**config.mk**
```make
export PLATFORM = sky130hd
export DESIGN_NAME = uart_pkt_parser_flat
export DESIGN_NICKNAME = d
export VERILOG_FILES = /design/src/rtl/uart_pkt_pkg.sv /design/src/rtl/uart_pkt_parser_if.sv /design/src/rtl/pkt_byte_timer.sv /design/src/rtl/uart_pkt_parser.sv /design/src/flat_wrapper.sv
export SDC_FILE = /design/constraint.sdc
export NUM_CORES = 1
export LEC_CHECK = 0
export ABC_AREA = 1
export CAP_MARGIN = 20
export CORE_UTILIZATION = 30
export DETAILED_ROUTE_END_ITERATION = 10
export MAX_ROUTING_LAYER = met4
export PLACE_DENSITY_LB_ADDON = 0.3
export SLEW_MARGIN = 40
export SYNTH_ARGS = -nofsm -noshare
export SYNTH_HDL_FRONTEND = slang
export SYNTH_SLANG_ARGS = --single-unit
```
**constraint.sdc**
```tcl
create_clock -name sys_clk -period 7.1 [get_ports sys_clk]
set_clock_uncertainty 0.15 [all_clocks]
set_input_delay 1.42 -clock sys_clk [delete_from_list [all_inputs] [get_ports sys_clk]]
set_output_delay 1.42 -clock sys_clk [all_outputs]
set_load 0.03 [all_outputs]
```
**src/rtl/uart_pkt_pkg.sv**
```systemverilog
// Shared constants and types for the UART frame parser.
// Frame layout: header, eleven payload bytes, XOR check byte, tail.
package uart_pkt_pkg;

  localparam logic [7:0] PKT_HDR         = 8'h55;
  localparam logic [7:0] PKT_TAIL        = 8'hAA;
  localparam int         PKT_PAYLOAD_LEN = 11;

  typedef enum logic [1:0] {
    ST_IDLE    = 2'd0,
    ST_PAYLOAD = 2'd1,
    ST_CRC     = 2'd2,
    ST_TAIL    = 2'd3
  } state_t;

  typedef enum logic [1:0] {
    ERR_NONE    = 2'd0,
    ERR_TAIL    = 2'd1,
    ERR_CRC     = 2'd2,
    ERR_TIMEOUT = 2'd3
  } err_code_t;

  // Field order matches the payload byte order, so the first payload byte
  // lands in the most significant bits.
  typedef struct packed {
    logic [7:0]  reg_func;
    logic [7:0]  hs_pwm_ch;
    logic [7:0]  hs_ctrl_sta;
    logic [7:0]  duty_num;
    logic [15:0] pulse_dessert;
    logic [7:0]  pulse_num;
    logic [31:0] pat;
  } pkt_frame_t;

endpackage

```
**src/rtl/uart_pkt_parser_if.sv**
```systemverilog
// Bundle between the byte source and the frame parser, plus the decoded
// command fields and status going back out.
//
// Handshake: rx_valid is a one-cycle strobe qualifying rx_data. There is no
// ready; the parser accepts a byte on every cycle rx_valid is high, so
// back-to-back strobes are legal. frame_valid and err_valid are likewise
// single-cycle strobes; err_code is only meaningful while err_valid is high.
interface uart_pkt_parser_if;
  import uart_pkt_pkg::*;

  logic [7:0]  rx_data;
  logic        rx_valid;
  logic        frame_valid;
  logic [7:0]  reg_func;
  logic [7:0]  hs_pwm_ch;
  logic [7:0]  hs_ctrl_sta;
  logic [7:0]  duty_num;
  logic [15:0] pulse_dessert;
  logic [7:0]  pulse_num;
  logic [31:0] pat;
  logic        err_valid;
  logic [1:0]  err_code;
  logic [7:0]  frame_cnt;
  logic        busy;
  state_t      dbg_state;

  modport master (
    output rx_data, rx_valid,
    input  frame_valid, reg_func, hs_pwm_ch, hs_ctrl_sta, duty_num,
           pulse_dessert, pulse_num, pat, err_valid, err_code, frame_cnt,
           busy, dbg_state
  );

  modport slave (
    input  rx_data, rx_valid,
    output frame_valid, reg_func, hs_pwm_ch, hs_ctrl_sta, duty_num,
           pulse_dessert, pulse_num, pat, err_valid, err_code, frame_cnt,
           busy, dbg_state
  );
endinterface

```
**src/rtl/pkt_byte_timer.sv**
```systemverilog
// Inter-byte timeout counter. Counts enabled cycles since the last clear and
// pulses o_expire on the cycle whose edge would make the count reach
// TIMEOUT_CYC. A clear in the same cycle suppresses the expiry.
module pkt_byte_timer #(
  parameter int TIMEOUT_CYC = 10000
) (
  input  logic clk,
  input  logic rst,
  input  logic i_clear,
  input  logic i_enable,
  output logic o_expire
);

  localparam int CW = $clog2(TIMEOUT_CYC + 1);

  logic [CW-1:0] r_count;
  logic          w_at_limit;

  assign w_at_limit = (r_count == CW'(TIMEOUT_CYC - 1));
  assign o_expire   = i_enable && !i_clear && w_at_limit;

  // Idle-cycle counter; restarts on clear or once it has expired.
  always_ff @(posedge clk or posedge rst) begin
    if (rst) begin
      r_count <= '0;
    end else if (i_clear || o_expire) begin
      r_count <= '0;
    end else if (i_enable) begin
      r_count <= r_count + 1'b1;
    end
  end

endmodule

```
**src/rtl/uart_pkt_parser.sv**
```systemverilog
// Byte-stream frame parser: finds 0x55 / 11 payload / XOR / 0xAA frames,
// validates tail and check byte, and publishes the command fields with a
// one-cycle frame_valid. Dropped frames raise err_valid with a reason code.
module uart_pkt_parser
  import uart_pkt_pkg::*;
#(
  parameter int CLK_FREQ    = 50_000_000,
  parameter int TIMEOUT_CYC = CLK_FREQ / 5000,
  parameter bit CHECK_CRC   = 1'b1
) (
  input  logic              sys_clk,
  input  logic              sys_rst,
  uart_pkt_parser_if.slave  bus
);

  localparam int SHADOW_W = PKT_PAYLOAD_LEN * 8;

  state_t                r_state;
  state_t                w_next_state;
  logic [3:0]            r_idx;
  logic [7:0]            r_xor;
  logic [7:0]            r_crc;
  logic [SHADOW_W-1:0]   r_shadow;
  pkt_frame_t            r_frame;
  logic                  r_frame_valid;
  logic                  r_err_valid;
  logic [1:0]            r_err_code;
  logic [7:0]            r_frame_cnt;

  logic                  w_timer_clear;
  logic                  w_timer_en;
  logic                  w_expire;
  logic                  w_good;
  logic                  w_drop;
  err_code_t             w_drop_code;

  // The timer only runs inside a frame; any received byte restarts it.
  assign w_timer_clear = bus.rx_valid || (r_state == ST_IDLE);
  assign w_timer_en    = (r_state != ST_IDLE);

  pkt_byte_timer #(
    .TIMEOUT_CYC (TIMEOUT_CYC)
  ) u_timer (
    .clk      (sys_clk),
    .rst      (sys_rst),
    .i_clear  (w_timer_clear),
    .i_enable (w_timer_en),
    .o_expire (w_expire)
  );

  // State register.
  always_ff @(posedge sys_clk or posedge sys_rst) begin
    if (sys_rst) begin
      r_state <= ST_IDLE;
    end else begin
      r_state <= w_next_state;
    end
  end

  // Next-state and frame verdict; a byte arriving always beats the timeout.
  always_comb begin
    w_next_state = r_state;
    w_good       = 1'b0;
    w_drop       = 1'b0;
    w_drop_code  = ERR_NONE;
    if (bus.rx_valid) begin
      case (r_state)
        ST_IDLE: begin
          if (bus.rx_data == PKT_HDR) begin
            w_next_state = ST_PAYLOAD;
          end
        end
        ST_PAYLOAD: begin
          if (r_idx == 4'(PKT_PAYLOAD_LEN - 1)) begin
            w_next_state = ST_CRC;
          end
        end
        ST_CRC: begin
          w_next_state = ST_TAIL;
        end
        ST_TAIL: begin
          w_next_state = ST_IDLE;
          if (bus.rx_data != PKT_TAIL) begin
            w_drop      = 1'b1;
            w_drop_code = ERR_TAIL;
          end else if (CHECK_CRC && (r_crc != r_xor)) begin
            w_drop      = 1'b1;
            w_drop_code = ERR_CRC;
          end else begin
            w_good = 1'b1;
          end
        end
        default: begin
          w_next_state = ST_IDLE;
        end
      endcase
    end else if (w_expire) begin
      w_next_state = ST_IDLE;
      w_drop       = 1'b1;
      w_drop_code  = ERR_TIMEOUT;
    end
  end

  // Payload capture, check byte, published fields, strobes and frame count.
  always_ff @(posedge sys_clk or posedge sys_rst) begin
    if (sys_rst) begin
      r_idx         <= '0;
      r_xor         <= '0;
      r_crc         <= '0;
      r_shadow      <= '0;
      r_frame       <= '0;
      r_frame_valid <= 1'b0;
      r_err_valid   <= 1'b0;
      r_err_code    <= '0;
      r_frame_cnt   <= '0;
    end else begin
      r_frame_valid <= w_good;
      r_err_valid   <= w_drop;
      if (w_drop) begin
        r_err_code <= w_drop_code;
      end
      if (bus.rx_valid) begin
        case (r_state)
          ST_IDLE: begin
            if (bus.rx_data == PKT_HDR) begin
              r_idx <= '0;
              r_xor <= '0;
            end
          end
          ST_PAYLOAD: begin
            r_shadow <= {r_shadow[SHADOW_W-9:0], bus.rx_data};
            r_xor    <= r_xor ^ bus.rx_data;
            r_idx    <= r_idx + 1'b1;
          end
          ST_CRC: begin
            r_crc <= bus.rx_data;
          end
          default: begin
          end
        endcase
      end
      if (w_good) begin
        r_frame     <= pkt_frame_t'(r_shadow);
        r_frame_cnt <= r_frame_cnt + 1'b1;
      end
    end
  end

  assign bus.frame_valid   = r_frame_valid;
  assign bus.reg_func      = r_frame.reg_func;
  assign bus.hs_pwm_ch     = r_frame.hs_pwm_ch;
  assign bus.hs_ctrl_sta   = r_frame.hs_ctrl_sta;
  assign bus.duty_num      = r_frame.duty_num;
  assign bus.pulse_dessert = r_frame.pulse_dessert;
  assign bus.pulse_num     = r_frame.pulse_num;
  assign bus.pat           = r_frame.pat;
  assign bus.err_valid     = r_err_valid;
  assign bus.err_code      = r_err_code;
  assign bus.frame_cnt     = r_frame_cnt;
  assign bus.busy          = (r_state != ST_IDLE);
  assign bus.dbg_state     = r_state;

endmodule

```
**src/flat_wrapper.sv**
```systemverilog
// flat-port wrapper written by rule: the top's interface ports become plain ports
module uart_pkt_parser_flat import uart_pkt_pkg::*;
#(
  parameter int CLK_FREQ    = 50_000_000,
  parameter int TIMEOUT_CYC = CLK_FREQ / 5000,
  parameter bit CHECK_CRC   = 1'b1
)
  (sys_clk, sys_rst, bus_rx_data, bus_rx_valid, bus_frame_valid, bus_reg_func, bus_hs_pwm_ch, bus_hs_ctrl_sta, bus_duty_num, bus_pulse_dessert, bus_pulse_num, bus_pat, bus_err_valid, bus_err_code, bus_frame_cnt, bus_busy, bus_dbg_state);
  uart_pkt_parser_if bus_i ();
  input  logic sys_clk;
  input  logic sys_rst;
  input wire logic [$bits(bus_i.rx_data)-1:0] bus_rx_data;
  input wire logic [$bits(bus_i.rx_valid)-1:0] bus_rx_valid;
  output wire logic [$bits(bus_i.frame_valid)-1:0] bus_frame_valid;
  output wire logic [$bits(bus_i.reg_func)-1:0] bus_reg_func;
  output wire logic [$bits(bus_i.hs_pwm_ch)-1:0] bus_hs_pwm_ch;
  output wire logic [$bits(bus_i.hs_ctrl_sta)-1:0] bus_hs_ctrl_sta;
  output wire logic [$bits(bus_i.duty_num)-1:0] bus_duty_num;
  output wire logic [$bits(bus_i.pulse_dessert)-1:0] bus_pulse_dessert;
  output wire logic [$bits(bus_i.pulse_num)-1:0] bus_pulse_num;
  output wire logic [$bits(bus_i.pat)-1:0] bus_pat;
  output wire logic [$bits(bus_i.err_valid)-1:0] bus_err_valid;
  output wire logic [$bits(bus_i.err_code)-1:0] bus_err_code;
  output wire logic [$bits(bus_i.frame_cnt)-1:0] bus_frame_cnt;
  output wire logic [$bits(bus_i.busy)-1:0] bus_busy;
  output wire logic [$bits(bus_i.dbg_state)-1:0] bus_dbg_state;
  assign bus_i.rx_data = bus_rx_data;
  assign bus_i.rx_valid = bus_rx_valid;
  assign bus_frame_valid = bus_i.frame_valid;
  assign bus_reg_func = bus_i.reg_func;
  assign bus_hs_pwm_ch = bus_i.hs_pwm_ch;
  assign bus_hs_ctrl_sta = bus_i.hs_ctrl_sta;
  assign bus_duty_num = bus_i.duty_num;
  assign bus_pulse_dessert = bus_i.pulse_dessert;
  assign bus_pulse_num = bus_i.pulse_num;
  assign bus_pat = bus_i.pat;
  assign bus_err_valid = bus_i.err_valid;
  assign bus_err_code = bus_i.err_code;
  assign bus_frame_cnt = bus_i.frame_cnt;
  assign bus_busy = bus_i.busy;
  assign bus_dbg_state = bus_i.dbg_state;
  uart_pkt_parser #(.CLK_FREQ(CLK_FREQ), .TIMEOUT_CYC(TIMEOUT_CYC), .CHECK_CRC(CHECK_CRC)) u_core (.sys_clk(sys_clk), .sys_rst(sys_rst), .bus(bus_i));
endmodule
```
==> results.toml, run 1 <==
[finish]
final_util_pct = 38.2
final_area_um2 = 11700
finish.net_count = 1156
area_growth_pct = 25.7
antenna-diode-count = 0
drive_above_1_share_pct = 6.67

[clocking]
numCtsBuffers = 26
cts_tree = "done"
clk_pin_slew_ps = 60
root_buffer = "clkbuf_16"
clock-sinks = 224
cts_setup_buffers = 0
worstSkewPairLatency_ps = 520
cts.repair.resized = 0
cts_hold_buf = 0
cts_buffer_depth = 3
htree_levels = 1

[setup_path]
worstPathArrival_ps = 3900
critPathLaunchType = "primary input"
critPathCaptureType = "flip-flop"
crit_family = "buffers and inverters"
cp_cell_sequence = "clkdlybuf4s50_1 -> nand2_1 -> nor2_4 -> nand3_4 -> buf_12 -> buf_6 -> nand2_1 -> o21ai_0"
crit_fanout = 104
critPathBufInv = 3
cpPeakStageDelay_ps = 670
crit_top_cell = "nand2_1"
cp_slowest_cell = "clkdlybuf4s50_1"
crit_required_ps = 7310
critPathKind = "primary input to flip-flop"

[power]
power.total_mw = 3.79
vdd_drop_max_v = 0.000184
power_density_nw_per_um2 = 325
power_leakage_nw = 5.39

[timing]
post-route-period-util_pct = 52.0
slew_violations = 0
setup_viol = 0
tns_ps = 0
finalHoldViolations = 0
rsz0062_at_grt = "no"
max_freq_mhz = 271
period_minus_slack_ps = 3690
slew_headroom_pct = 50.4
hold_slack_ps = 314
worstMarginPinSlew_ps = 744

[floorplan]
rows = 64
core_um2 = 30500
dieArea_um2 = 31700
die_h_um = 178
pin_count = 114
start_util_pct = 30.4
die_x_um = 178

[synthesis]
synth.lib_cells_used.distinct = 27
synthTopCellsByArea = "dfrtp_1 60%, nand2_1 13%, o21ai_0 6.4%, inv_1 5.9%, o21ai_1 2.8%"
yosysTopAreaCell = "dfrtp_1"
async_flop_share_pct = 100
synth_top_area_share_pct = 60.4
synthTopCellsByCount = "318 x nand2_1, 224 x dfrtp_1, 147 x inv_1"
synthFlopType = "dfrtp_1"
ys_seq_area_share_pct = 60.4
synth_nets = 1051
syn_area_per_cell_um2 = 8.99
synth-edff-count = 0
yosysMostFrequentCell = "nand2_1"
ys_seq_elements = 224
synth_cells = 1032
yosys_warnings = 0
synthesis.area_um2 = 9280

[grt]
overflow = 0
met2_usage_pct = 21.0
grt_usage_pct = 13.8
antenna_found_initial = 0
grt_max_degree = 134
grt_pass1_vias = 6552
grt-busiest-layer = "met2"
use_met1_pct = 18.7
grt_pass1_wl_um = 34100
gr-usage-met3_pct = 3.53

[drt]
wl_per_cell_um = 13.2
drc_errors = 0
routed_wl_um = 20400
avgViaCountPerCell = 4.30
antenna_left = 0
drtIter0Drc = 471
firstDrtPassIters = 5
num_vias = 6667

[place]
placed_area_um2 = 10700
gp_congestion = 0.799
post-dp-hpwl_um = 13500
port_buffers = 113

[status]
status = "finished, final reports clean"

[run]
drv_cap = 0

[min_path]
hp-class = "flip-flop to flip-flop"
[cells by family (layout without fill, tap and decap cells)]
family                   after synthesis  after routing  synth area share [%]
buffers and inverters                194            317                  8.86
flip-flops                           224            224                  60.4
adder cells (fa/ha/maj)                8              8                  1.08
XOR/XNOR                              10             10                 0.944
AO/OA/AOI/OAI                        205            205                  12.0
AND/OR/NAND/NOR                      391            391                  16.7
[per-stage QoR]
step           worst slack (ps)  instances
2_1_floorplan              2610       1032
3_3_place_gp               2590       1503
3_5_place_dp               2640       1503
4_1_cts                    3170       1549
5_1_grt                    3140       1551
6_report                   3410       1551
[power breakdown]
group          internal [mW]  leakage (nW)  switching, mW
clock network          0.863         0.438          0.510
logic                  0.235          1.93          0.505
registers               1.53          3.02          0.148
total                   2.62          5.39           1.16
[per-layer routing]
layer / part of all wire [%] / vias to the layer above
li1: - / 3428
met4: 1.1 / 0
met5: 0 / -
met1: 48 / 3093
met3: 6.5 / 19
met2: 44 / 127
[final timing paths]
path                                                endpoint                    start  depth (start not counted)  slack [ps]
worst max-delay path            u_core.bus.pulse_dessert[10]             bus_rx_valid                          8        3410
worst min register to register        u_core.bus.reg_func[2]      u_core.r_shadow[82]                          2         310
worst min-delay path                  u_core.bus.reg_func[2]      u_core.r_shadow[82]                          2         310
min in group asynchronous            u_core.bus.hs_pwm_ch[7]                  sys_rst                          2        1060
worst max register to register  u_core.bus.pulse_dessert[10]  u_core.bus.dbg_state[0]                          7        4410
max in group asynchronous       u_core.bus.pulse_dessert[14]                  sys_rst                          4        4730
[state kept, by name, summed over array words and instances, names as in the netlist]
| register | cells |
|---|---|
| u_core.r_shadow | 88 |
| u_core.bus.pat | 32 |
| u_core.bus.pulse_dessert | 16 |
| u_core.u_timer.r_count | 14 |
| u_core.bus.duty_num | 8 |
| u_core.bus.frame_cnt | 8 |
| u_core.bus.hs_ctrl_sta | 8 |
| u_core.bus.hs_pwm_ch | 8 |
| u_core.bus.pulse_num | 8 |
| u_core.bus.reg_func | 8 |
| u_core.r_crc | 8 |
| u_core.r_xor | 8 |
| u_core.r_idx | 4 |
| u_core.bus.dbg_state | 2 |
| u_core.bus.err_code | 2 |
| u_core.bus.err_valid | 1 |
| u_core.bus.frame_valid | 1 |
[worst reg2reg max path, stage by stage (launching register included)]
cell     delay (ps)
dfrtp_1         430
ha_1            220
nand2_1         170
nor2_4           90
nand3_4         370
buf_12          280
buf_6           580
o21ai_0         250
[final cells by class]
type                    count  area [um2]
fillers                  3119       18800
flip-flops and latches    224        5610
multi-input cells         614        2860
repair buffers            120        1240
clock buffers              40         785
inverters                 151         571
well taps                 396         495
clock inverters             6         105
[cell usage in the layout, fill, tap and decap left out, drive strengths merged, types with 2 or more instances in the layout]
master / count
dfrtp: 224
clkinv: 4
o21ai: 192
a21oi: 11
nand4: 8
nand3: 20
ha: 8
bufinv: 3
nor4: 2
clkdlybuf4s50: 113
xor2: 9
buf: 7
nor2: 34
a21boi: 2
nor3: 9
inv: 149
clkbuf: 40
nand2: 318
Note: power is estimated with default switching activity, not from simulation.
==> run 2: changes to the inputs <==
Clock period 7.1 ns to 3.7 ns, I/O delays scaled along.
==> results.toml, run 2 (synthesized netlist as in run 1, its figures left out) <==
[run]
drv_cap = 0

[clocking]
cts.repair.resized = 0
clk_pin_slew_ps = 60
htree_levels = 1
clock-sinks = 224
numCtsBuffers = 26
cts_setup_buffers = 0
worstSkewPairLatency_ps = 520
cts_tree = "done"
cts_hold_buf = 0
cts_buffer_depth = 3
root_buffer = "clkbuf_16"

[timing]
finalHoldViolations = 0
slew_violations = 0
max_freq_mhz = 336
hold_slack_ps = 314
slew_headroom_pct = 61.9
rsz0062_at_grt = "no"
post-route-period-util_pct = 80.4
period_minus_slack_ps = 2980
setup_viol = 0
worstMarginPinSlew_ps = 572

[finish]
final_cell_mix = "317 x nand2_1, 224 x dfrtp_1, 146 x inv_1"
largest_register_ff_count = 88
finish.net_count = 1158
n_fill_cell = 3147
drive_above_1_share_pct = 7.08
top_register = "u_core.r_shadow"
final_area_um2 = 11700
layout_commonest_cell = "nand2_1"
antenna-diode-count = 0
area_growth_pct = 25.9

[grt]
grt_pass1_vias = 6576
grt_pass1_wl_um = 34200
overflow = 0
grt_max_degree = 155
antenna_found_initial = 0
grt_usage_pct = 13.9

[place]
placed_area_um2 = 10800
post-dp-hpwl_um = 14100
gp_congestion = 0.829
port_buffers = 113

[setup_path]
crit_required_ps = 2810
r2r_slack_ps = 1420
critPathCaptureType = "primary output"
critPathLaunchType = "flip-flop"
crit_fanout = 5
worstPathArrival_ps = 2090
critPathKind = "flip-flop to primary output"

[floorplan]
dieArea_um2 = 31700
pin_count = 114
core_um2 = 30500
die_h_um = 178
die_x_um = 178
rows = 64
start_util_pct = 30.4

[power]
power_density_nw_per_um2 = 623
vdd_drop_max_v = 0.000315
power_leakage_nw = 5.41

[drt]
antenna_left = 0
wl_per_cell_um = 13.3
avgViaCountPerCell = 4.34
firstDrtPassIters = 4
num_vias = 6746
routed_wl_um = 20700
drtIter0Drc = 432
drc_errors = 0

[min_path]
hp-class = "flip-flop to flip-flop"

[status]
status = "finished, final reports clean"
run 2: cell type report:
cell class	count	area, um2	share of cell area (%)
tap	396	495	4.24
clock inverter	10	129	1.10
sequential	224	5610	47.9
timing repair buffer	122	1260	10.8
inverter	151	571	4.88
clock buffer	38	767	6.56
multi-input combinational	614	2860	24.5
run 2: path summary, 6_finish.rpt:
kind,from,end,depth (start not counted)
max,u_core.bus.dbg_state[0],bus_busy,4
min,u_core.u_timer.r_count[0],u_core.u_timer.r_count[0],1
max reg2reg,u_core.bus.dbg_state[0],u_core.bus.duty_num[6],8
min reg2reg,u_core.u_timer.r_count[0],u_core.u_timer.r_count[0],1
max in group asynchronous,sys_rst,u_core.u_timer.r_count[12],3
min in group asynchronous,sys_rst,u_core.r_shadow[77],2
run 2: metal layers:
metal	part of all wire (%)	wire, um	track usage, %	vias up
li1	-	-	-	3441
met1	48	9970	18.8	3154
met2	44	9170	21.1	122
met3	5.9	1230	3.13	29
met4	1.6	340	3.38	0
met5	0	0	-	-
run 2: where the power goes:
| part | internal [mW] | switching (mW) | leakage, nW | total, mW |
|---|---|---|---|---|
| clock | 1.64 | 0.986 | 0.446 | 2.63 |
| combinational | 0.459 | 0.991 | 1.94 | 1.45 |
| sequential | 2.93 | 0.280 | 3.02 | 3.21 |
run 2: through the flow:
stage / total power [mW] / setup TNS [ps] / instances / util, % / setup slack (ps)
floorplan: 4.26 / -25540 / 1032 / - / -114
global placement: 4.71 / 0 / 1507 / 35.4 / 693
detailed placement: 4.74 / 0 / 1507 / 35.4 / 649
CTS: 7.44 / 0 / 1555 / 38.3 / 681
global route: 7.80 / 0 / 1555 / 38.3 / 613
finish: 7.28 / 0 / 1555 / 38.3 / 725
run 2: worst max-delay path, cell delays in order, from the launching register on:
cell	delay, ps
dfrtp_1	420
inv_1	100
ha_1	270
inv_1	100
clkdlybuf4s50_1	670
==> run 3: changes to the inputs <==
Clock period 3.7 ns to 2.6 ns, I/O delays scaled along.
==> results.toml, run 3 (synthesized netlist as in run 1, its figures left out) <==
[status]
status = "finished, final reports clean"

[setup_path]
critPathLaunchType = "flip-flop"
cp_cell_sequence = "clkdlybuf4s50_1"
critPathCaptureType = "primary output"
cp_slowest_cell = "clkdlybuf4s50_1"
critPathBufInv = 1
crit_family = "buffers and inverters"
r2r-end = "u_core.u_timer.r_count[8]"
r2r_slack_ps = 550
worstPathArrival_ps = 1700
crit_required_ps = 1930
worstReg2RegStart = "u_core.bus.dbg_state[1]"
r2r_cells = 7
critPathKind = "flip-flop to primary output"
cpPeakStageDelay_ps = 720
crit_fanout = 5

[finish]
largest_register_ff_count = 88
multi_input_area_um2 = 2860
n_fill_cell = 3116
finish.net_count = 1175
final_util_pct = 38.8
antenna-diode-count = 0
top_register = "u_core.r_shadow"
seq_area_um2 = 5610
layout_commonest_cell = "nand2_1"
area_growth_pct = 27.5
drive_above_1_share_pct = 8.51
final_cell_mix = "317 x nand2_1, 224 x dfrtp_1, 146 x inv_1"

[min_path]
whs_path_depth = 1
min-delay-start = "u_core.u_timer.r_count[0]"
min_to = "u_core.u_timer.r_count[0]"
hp-class = "flip-flop to flip-flop"

[grt]
grt_max_degree = 84
grt_pass1_vias = 6504
antenna_found_initial = 0
grt_pass1_wl_um = 34100
overflow = 0
grt_usage_pct = 13.9

[floorplan]
rows = 64
dieArea_um2 = 31700
die_h_um = 178
pin_count = 114
die_x_um = 178
start_util_pct = 30.4
core_um2 = 30500

[clocking]
root_buffer = "clkbuf_16"
cts_tree = "done"
htree_levels = 1
cts_setup_buffers = 0
cts_buffer_depth = 3
clock-sinks = 224
numCtsBuffers = 27
worstSkewPairLatency_ps = 520
clk_pin_slew_ps = 60

[drt]
avgViaCountPerCell = 4.37
firstDrtPassIters = 5
wl_per_cell_um = 13.2
drtIter0Drc = 445
routed_wl_um = 20700
antenna_left = 0
num_vias = 6870
drc_errors = 0

[timing]
finalHoldViolations = 0
tns_ps = 0
setup_viol = 0
slew_violations = 0
max_freq_mhz = 422
slew_headroom_pct = 64.1
post-route-period-util_pct = 91.2
rsz0062_at_grt = "no"
worstMarginPinSlew_ps = 537
period_minus_slack_ps = 2370

[run]
drv_cap = 0

[power]
power_leakage_nw = 5.50
power_density_nw_per_um2 = 879
vdd_drop_max_v = 0.000450

[place]
gp_congestion = 0.792
port_buffers = 113
post-dp-hpwl_um = 14300
[run 3: changes by cell type in the layout (fill, tap and decap cells not counted)]
cell / previous run / this run
clkinv_2: 6 / 8
clkinv_4: 1 / 0
clkbuf_8: 5 / 3
buf_12: 5 / 8
buf_4: 4 / 17
clkdlybuf4s50_1: 113 / 112
clkbuf_1: 6 / 5
clkbuf_2: 0 / 1
inv_6: 0 / 2
[run 3: worst reg2reg max path, stage by stage, from the launching register on]
cell	delay, ps
dfrtp_1	470
inv_1	100
ha_1	260
nor4_1	300
nand3_1	240
nand3_1	130
buf_4	200
nor3_1	60
[run 3: repair_timing]
action,4_1_cts,5_1_grt
resized for setup,1,2
endpoints found under the hold margin,0,0
hold buffers,0,0
setup endpoints to repair,1,1
[run 3: final cells by class]
class,count,area share (%)
Clock inverter,13,1.25
Inverter,151,4.82
Multi-Input combinational cell,614,24.2
Clock buffer,35,6.22
Tap cell,396,4.19
Timing Repair Buffer,138,12.0
Sequential cell,224,47.4
[run 3: metrics by stage]
stage | instances | worst slack (ps) | hold WS [ps] | instance area, um2 | power [mW]
6_report | 1571 | 228 | 315 | 11800 | 10.4
5_1_grt | 1571 | 148 | 338 | 11800 | 11.1
4_1_cts | 1571 | 17.1 | 318 | 11800 | 10.6
3_5_place_dp | 1523 | 58.3 | 308 | 11000 | 6.79
3_3_place_gp | 1523 | 105 | 304 | 11000 | 6.74
2_1_floorplan | 1032 | -994 | 283 | 9290 | 6.06
[run 3: how the worst max path moves through the flow]
stage | cells after the start | start | to
finish | 1 | u_core.bus.dbg_state[1] | bus_dbg_state[1]
detailed placement | 9 | bus_rx_data[7] | u_core.bus.pat[6]
global route | 4 | u_core.bus.dbg_state[0] | bus_busy
floorplan | 1 | sys_rst | u_core.bus.dbg_state[0]
CTS | 4 | u_core.bus.dbg_state[1] | bus_busy
global placement | 10 | bus_rx_data[4] | u_core.bus.pat[13]
[run 3: routing by layer]
metal	GRT usage [%]	share of wire [%]	wire length, um	up-vias
met5	-	0	0	-
met2	20.9	45	9250	136
met3	3.08	5.4	1120	27
met4	2.64	1.5	320	0
li1	-	-	-	3481
met1	19.1	48	10000	3226
[run 3: report_power, final]
part | total, mW | switching (mW) | internal (mW) | leakage (nW)
logic | 2.11 | 1.42 | 0.696 | 2.03
clock network | 3.72 | 1.43 | 2.29 | 0.443
registers | 4.57 | 0.408 | 4.16 | 3.02
